## config.mk

```make
export PLATFORM = sky130hd
export DESIGN_NAME = regfile_wb_ctrl
export DESIGN_NICKNAME = d
export VERILOG_FILES = /design/src/rtl/wb_pkg.sv /design/src/rtl/wb_load_queue.sv /design/src/rtl/regfile_wb_ctrl.sv
export SDC_FILE = /design/constraint.sdc
export NUM_CORES = 1
export LEC_CHECK = 0
export BUFFER_PORTS_ARGS = -buffer_cell sky130_fd_sc_hd__buf_2
export CAP_MARGIN = 10
export CORE_MARGIN = 2
export CORE_UTILIZATION = 35
export CTS_CLUSTER_SIZE = 40
export DETAILED_ROUTE_END_ITERATION = 16
export REMOVE_ABC_BUFFERS = 1
export SYNTH_ARGS = -nofsm -noshare
export SYNTH_HDL_FRONTEND = slang
export SYNTH_HIERARCHICAL = 1
export SYNTH_SLANG_ARGS = --single-unit
```

## constraint.sdc

```tcl
create_clock -name clk -period 9.8 [get_ports clk]
set_clock_uncertainty 0.2 [all_clocks]
set_input_delay 0.98 -clock clk [delete_from_list [all_inputs] [get_ports clk]]
set_output_delay 0.98 -clock clk [all_outputs]
set_load 0.03 [all_outputs]
```

## src/rtl/wb_pkg.sv

```systemverilog
// Shared widths and the load-queue entry layout for the register-file
// write-back controller.
package wb_pkg;

    localparam int XLEN          = 32;
    localparam int AW            = 5;
    localparam int DEPTH_DEFAULT = 4;

    typedef struct packed {
        logic            live;
        logic [AW-1:0]   rd;
        logic [XLEN-1:0] data;
    } wb_entry_t;

    // True when a destination address names the hard-wired zero register.
    function automatic logic is_x0(input logic [AW-1:0] addr);
        return (addr == {AW{1'b0}});
    endfunction

endpackage

```

## src/rtl/wb_load_queue.sv

```systemverilog
// Circular buffer of pending load write-backs with kill-by-destination and
// two hazard query ports over the live entries.
module wb_load_queue
    import wb_pkg::*;
#(
    parameter int DEPTH = DEPTH_DEFAULT,
    localparam int PW   = $clog2(DEPTH)
) (
    input  logic            clk,
    input  logic            reset,
    input  logic            push,
    input  logic [AW-1:0]   push_rd,
    input  logic [XLEN-1:0] push_data,
    input  logic            pop,
    input  logic            kill_en,
    input  logic [AW-1:0]   kill_rd,
    input  logic [AW-1:0]   q1_rd,
    input  logic [AW-1:0]   q2_rd,
    output logic [PW:0]     count,
    output logic            head_live,
    output logic [AW-1:0]   head_rd,
    output logic [XLEN-1:0] head_data,
    output logic            pend1,
    output logic            pend2
);

    localparam logic [PW-1:0] PTR_ONE = PW'(1);

    wb_entry_t     mem_r [DEPTH];
    logic [PW-1:0] head_r;
    logic [PW-1:0] tail_r;
    logic [PW:0]   count_r;
    logic          pend1_s;
    logic          pend2_s;

    // Entry storage and pointers. Kill is applied before the push so that a
    // load arriving on the killing edge stays live.
    always_ff @(posedge clk or posedge reset) begin
        if (reset) begin
            head_r  <= {PW{1'b0}};
            tail_r  <= {PW{1'b0}};
            count_r <= {(PW+1){1'b0}};
            for (int i = 0; i < DEPTH; i++) begin
                mem_r[i] <= '{live: 1'b0, rd: {AW{1'b0}}, data: {XLEN{1'b0}}};
            end
        end else begin
            for (int i = 0; i < DEPTH; i++) begin
                if (kill_en && (mem_r[i].rd == kill_rd)) begin
                    mem_r[i].live <= 1'b0;
                end
            end
            if (pop) begin
                mem_r[head_r].live <= 1'b0;
                head_r             <= head_r + PTR_ONE;
            end
            if (push) begin
                mem_r[tail_r] <= '{live: 1'b1, rd: push_rd, data: push_data};
                tail_r        <= tail_r + PTR_ONE;
            end
            count_r <= count_r + (PW+1)'(push) - (PW+1)'(pop);
        end
    end

    // Hazard match over live entries only; popped slots are already dead.
    always_comb begin
        pend1_s = 1'b0;
        pend2_s = 1'b0;
        for (int i = 0; i < DEPTH; i++) begin
            pend1_s = pend1_s | (mem_r[i].live && (mem_r[i].rd == q1_rd));
            pend2_s = pend2_s | (mem_r[i].live && (mem_r[i].rd == q2_rd));
        end
        if (is_x0(q1_rd)) begin
            pend1_s = 1'b0;
        end else begin
            pend1_s = pend1_s;
        end
        if (is_x0(q2_rd)) begin
            pend2_s = 1'b0;
        end else begin
            pend2_s = pend2_s;
        end
    end

    assign count     = count_r;
    assign head_live = mem_r[head_r].live;
    assign head_rd   = mem_r[head_r].rd;
    assign head_data = mem_r[head_r].data;
    assign pend1     = pend1_s;
    assign pend2     = pend2_s;

endmodule

```

## src/rtl/regfile_wb_ctrl.sv

```systemverilog
// Register-file write-port controller: ALU results win the port, queued
// loads drain when the ALU is idle or targets x0.
module regfile_wb_ctrl
    import wb_pkg::*;
#(
    parameter int DEPTH = DEPTH_DEFAULT
) (
    input  logic            clk,
    input  logic            reset,
    input  logic            alu_valid,
    input  logic [AW-1:0]   alu_rd,
    input  logic [XLEN-1:0] alu_data,
    input  logic            ld_valid,
    output logic            ld_ready,
    input  logic [AW-1:0]   ld_rd,
    input  logic [XLEN-1:0] ld_data,
    input  logic [AW-1:0]   rs1,
    input  logic [AW-1:0]   rs2,
    output logic            pend1,
    output logic            pend2,
    output logic [AW-1:0]   rd,
    output logic [XLEN-1:0] write_data,
    output logic            RegWrite,
    output logic            wb_idle
);

    localparam int PW = $clog2(DEPTH);
    localparam logic [PW:0] FULL_COUNT = (PW+1)'(DEPTH);

    logic [PW:0]     count_s;
    logic            head_live_s;
    logic [AW-1:0]   head_rd_s;
    logic [XLEN-1:0] head_data_s;
    logic            ld_ready_s;
    logic            alu_issue_s;
    logic            push_s;
    logic            pop_s;
    logic [AW-1:0]   rd_r;
    logic [XLEN-1:0] write_data_r;
    logic            reg_write_r;

    // Readiness looks only at registered occupancy, so a full queue refuses
    // a load even on a cycle that also pops.
    assign ld_ready_s  = !reset && (count_s < FULL_COUNT);
    assign alu_issue_s = alu_valid && !is_x0(alu_rd);
    assign push_s      = ld_valid && ld_ready_s && !is_x0(ld_rd);
    assign pop_s       = !alu_issue_s && (count_s != {(PW+1){1'b0}});

    wb_load_queue #(
        .DEPTH (DEPTH)
    ) u_queue (
        .clk       (clk),
        .reset     (reset),
        .push      (push_s),
        .push_rd   (ld_rd),
        .push_data (ld_data),
        .pop       (pop_s),
        .kill_en   (alu_issue_s),
        .kill_rd   (alu_rd),
        .q1_rd     (rs1),
        .q2_rd     (rs2),
        .count     (count_s),
        .head_live (head_live_s),
        .head_rd   (head_rd_s),
        .head_data (head_data_s),
        .pend1     (pend1),
        .pend2     (pend2)
    );

    // Write-port registers; a killed head is consumed without a write.
    always_ff @(posedge clk or posedge reset) begin
        if (reset) begin
            reg_write_r  <= 1'b0;
            rd_r         <= {AW{1'b0}};
            write_data_r <= {XLEN{1'b0}};
        end else if (alu_issue_s) begin
            reg_write_r  <= 1'b1;
            rd_r         <= alu_rd;
            write_data_r <= alu_data;
        end else if (pop_s) begin
            reg_write_r <= head_live_s;
            if (head_live_s) begin
                rd_r         <= head_rd_s;
                write_data_r <= head_data_s;
            end else begin
                rd_r         <= rd_r;
                write_data_r <= write_data_r;
            end
        end else begin
            reg_write_r <= 1'b0;
        end
    end

    assign ld_ready   = ld_ready_s;
    assign rd         = rd_r;
    assign write_data = write_data_r;
    assign RegWrite   = reg_write_r;
    assign wb_idle    = (count_s == {(PW+1){1'b0}}) && !reg_write_r;

endmodule
```

Word level (Yosys, flattened, before mapping)
Cells that the tools add are included.
{ "classes": {"n_addsub": 4, "n_lt_le_gt_ge": 5, "eq_ne": 12, "muxes": 25, "n_bitwise": 8, "n_reduce_logical": 34} }
{ "op_table": {"columns": ["operator", "count"], "rows": [
  ["152-bit bitwise mux", 2],
  ["152-bit two-way mux", 2],
  ["38-bit demux with 2-bit select", 2],
  ["38-bit two-way mux", 4],
  ["32-bit two-way mux", 3],
  ["38-bit binary-select mux with 2-bit select", 1],
  ["5-bit == test", 12],
  ["1-bit logical AND", 20],
  ["5-bit logical NOT", 4],
  ["5-bit two-way mux", 3],
  ["1-bit two-way mux", 8],
  ["3-bit >= comparator, second input constant", 2],
  ["3-bit by 1-bit < comparator with 1-bit output, second input constant", 2],
  ["2-bit inverter with 3-bit output", 2],
  ["1-bit OR", 6],
  ["1-bit logical NOT", 5],
  ["2-bit by 1-bit adder with 2-bit output, second input constant", 2],
  ["2-bit nonzero test", 2],
  ["3-bit by 1-bit adder with 3-bit output", 1],
  ["3-bit logical NOT", 1],
  ["3-bit < comparator, second input constant", 1],
  ["3-bit nonzero test", 1],
  ["3-bit by 1-bit subtractor with 3-bit output", 1],
  ["2-bit AND reduction", 1]
]} }
{ "word_totals": {"reg_bits": 197, "out_inout_bits": 42, "word_cells": 106} }

Depth between registers and ports, before layout
{ "logic_depth": {"ltp_word": 9, "mapped_depth": 12} }

Cells and area by module
Netlist, hierarchy kept.
{ "by_module_without_submodules": {"columns": ["mod", "instances", "cells_each", "area_each_um2", "seq_area_each_um2"], "rows": [
  ["wb_load_queue", 1, 515, 7837.5, 3978.8],
  ["regfile_wb_ctrl", 1, 138, 1911.8, 950.9]
]} }

Worst setup path before layout
Ideal clock, no wire load.
{ "synth_timing": {"path_kind": "input port to flip-flop", "from": "input alu_rd[1]", "to": "register u_queue.count_r[2] (netlist: u_queue/count[2])", "setup_time_ps": 124, "arrival_time_ps": 3257, "required_ps": 9476, "path_slack_ps": 6218, "path_stages": 12, "cell_sequence": "or4_4 > o21ai_4 > buf_8 > inv_2 > nor2_1 > ha_1 > inv_1 > ha_1 > inv_1 > fa_1 > xnor2_1 > xnor2_1"} }
{ "synth_between": {"elab_chain_cells": 6} }
{ "synth_lines": {"columns": ["item", "line_no", "text"], "rows": [
  ["start: declaration", "regfile_wb_ctrl.sv:11", "input logic [AW-1:0] alu_rd,"],
  ["5-bit logical NOT", "wb_pkg.sv:17", "return (addr == {AW{1'b0}});"],
  ["1-bit logical NOT", "regfile_wb_ctrl.sv:45", "assign alu_issue_s = alu_valid && !is_x0(alu_rd);"],
  ["1-bit logical AND", "regfile_wb_ctrl.sv:45", null],
  ["via alu_issue_s", "regfile_wb_ctrl.sv:35", "logic alu_issue_s;"],
  ["1-bit logical NOT", "regfile_wb_ctrl.sv:47", "assign pop_s = !alu_issue_s && (count_s != {(PW+1){1'b0}});"],
  ["1-bit logical AND", "regfile_wb_ctrl.sv:47", null],
  ["via pop_s", "regfile_wb_ctrl.sv:37", "logic pop_s;"],
  ["3-bit by 1-bit subtractor with 3-bit output", "wb_load_queue.sv:60", "count_r <= count_r + (PW+1)'(push) - (PW+1)'(pop);"],
  ["end signal: assignment", "wb_load_queue.sv:42", "count_r <= {(PW+1){1'b0}};"],
  ["end signal: assignment", "wb_load_queue.sv:60", null],
  ["end: declaration", "wb_load_queue.sv:32", "logic [PW:0] count_r;"]
]} }
The timed path passes the listed nets, and every way through them passes these cells.
A chain may end at the register's enable or synchronous reset.

Worst setup path after layout
Same ends and word-level chain as after synthesis.

==> metrics <==
Worst Setup Path Type primary input to register; Storage cell area 0.00493 mm²; #FFs+latches synth 197; Fin. Hold Viols 0; unrepaired setup endpoints after global routing false; Fill cells 2683; Post-CTS Setup Bufs 0; ys flop type dfrtp_1; Startpoint Class primary input; maximum VDD drop 175 µV; clk root buf clkbuf_16; P&R area growth vs syn 14.5%; # port buffers 129; synth unique cells 31; Max Cap Viol 0; top cell type's share of synthesized area 50.6%; Slew @ Worst Pin 1.12 ns; Final TNS setup 0 ns; Routability Congestion 0.891; Worst EP required 9.95 ns; number of global-route vias before repair 5957; Core Util, Final 40.4%; Post-Route WL 21400 µm; Final ANT Viol Nets 0; CTS Buf Count 17; Syn. warnings 6; router iterations before antenna repair 4; Synth Instances 653; P_leak 5.01 nW; global-route wire length before repair 34100 µm; WL/cell 18.5 µm; placed cells 1126; CTS resizes 0; Final Cycle Share 41.5%; layout cells sized above 1 54.7%; worst slack, placed 5.22 ns; dpl hpwl 13800 µm; area of the multi-input gates 0.00440 mm²; Reg clk slew, reported paths 0.07 ns; DRC 0; nets 866; core area 0.0276 mm²; ANT cells 0; I/O pins 130; vias per cell 4.84; Worst Path Max Fanout 34; clock tree sinks 197; Arr. time, crit path 4.22 ns; Syn Area/Cell 14.9 µm²; CTS Hold Bufs 0; Mapped Area 0.00975 mm²; Die Width 171 µm; worst hold path type register to register; Slew Limit Fails 0; # rows 61; outcome finished clean; DR iter-0 viols 328; DR vias 5606; DIE HEIGHT 171 µm; Post-synth ARST share 100%; CP Capture Type register; Finished Layout Cells 1158; Max Root-Sink Buffers 2; top achievable clock speed 0.246 GHz; Synth area leaders dfrtp_1 51%, mux2_2 24%, mux4_2 8.8%, xor2_1 4.5%, buf_6 2.5%; CTS tree yes; Starting Density 35.3%; clk_lat worst skew 0.42 ns; H-tree levels 4; final worst slack 5.74 ns; initial antenna violation count 2; DIE AREA 0.0292 mm²; gr usage total 15.5%; shortest period the worst path allows 4.06 ns; Synth area leader dfrtp_1; Power Density 330 mW/mm²; max_slew headroom 24.7%; total gr overflow 0; largest net degree at the start of global routing 88; EDFF count, synth 0; post-synthesis sequential area ratio 50.6%; final setup vio count 0
==> logic make-up after synthesis <==
| kind of cell | after synthesis | synth area share, % |
|---|---|---|
| xor gates and xnor gates | 64 | 5.75 |
| muxes | 255 | 33.8 |
| buffers and inverters | 54 | 4.53 |
| DFF | 197 | 50.6 |
| and+or+nand+nor | 60 | 3.08 |
| adders and majority gates | 11 | 1.49 |
| AOI/OAI and AO/OA | 12 | 0.808 |
==> metrics by stage <==
step / area (µm²) / total power, mW / hold slack, ns
3_5_place_dp: 10600 / 3.02 / 0.277
3_3_place_gp: 10600 / 2.98 / 0.271
6_report: 11200 / 3.68 / 0.290
2_1_floorplan: 9350 / 2.61 / 0.259
4_1_cts: 11200 / 3.74 / 0.293
5_1_grt: 11200 / 3.94 / 0.297
==> cell usage in the layout (no fill, tap or decap), types with 8 or more instances in the layout <==
| cell type | count |
|---|---|
| nand3_1 | 16 |
| ha_1 | 10 |
| mux4_2 | 38 |
| xor2_1 | 50 |
| nor4_1 | 13 |
| buf_2 | 129 |
| dfrtp_1 | 195 |
| xnor2_1 | 14 |
| mux2_2 | 208 |
| inv_1 | 8 |
| buf_4 | 9 |
| clkbuf_16 | 17 |
| nand2_1 | 17 |
==> flip-flops by register name (all words and copies together) (netlist names) <==
name            flops
u_queue/mem_r     152
write_data         32
rd                  5
u_queue/count       3
u_queue/head_r      2
u_queue/tail_r      2
RegWrite            1
==> Yosys cell counts (3+ instances only) <==
library cell / n
mux4_2: 38
xor2_1: 50
mux2_2: 208
nor2_1: 3
o21ai_1: 5
buf_4: 8
nand3_1: 16
xnor2_1: 14
dfrtp_1: 197
buf_2: 8
mux2i_1: 5
buf_8: 3
ha_1: 10
buf_6: 22
nand2_1: 21
nor4_1: 13
inv_1: 10
mux2_1: 4
==> worst paths after layout <==
path	start	end	slack [ns]	depth (start not counted)
min in group asynchronous	reset	u_queue/head_r[1]	0.50	2
min reg2reg	u_queue/mem_r[100]	u_queue/mem_r[100]	0.29	1
max reg2reg	u_queue/count[2]	u_queue/mem_r[104]	6.64	5
max	alu_rd[1]	u_queue/count[2]	5.74	13
min	u_queue/mem_r[100]	u_queue/mem_r[100]	0.29	1
max in group asynchronous	reset	u_queue/mem_r[141]	7.45	3
==> power breakdown <==
part	internal [mW]	switching, mW
Combinational	0.828	0.670
Clock	0.386	0.329
Sequential	1.21	0.264
Total	2.42	1.26
==> critical path, cell delays in order <==
cell	delay, ns
buf_2	0.15
or4_4	0.55
o21ai_4	0.13
buf_4	0.48
inv_2	0.21
nor2_1	0.44
ha_1	0.31
inv_1	0.05
ha_1	0.13
inv_1	0.05
fa_1	0.40
xnor2_1	0.19
xnor2_1	0.14
==> layout make-up <==
cell class | count | area share (%)
Clock buffer | 18 | 3.84
Clock inverter | 14 | 1.49
Inverter | 11 | 0.415
Multi-Input combinational cell | 402 | 39.4
Sequential cell | 197 | 44.2
Tap cell | 378 | 4.24
Timing Repair Buffer | 138 | 6.39
==> routing by layer <==
layer,GRT usage [%],wire (µm),vias up
met2,24.8,10200,99
met3,3.45,833,21
met4,4.38,309,4
met5,0,30,-
li1,-,-,2583
met1,21.1,10000,2899
(Power assumes the default switching activity.)
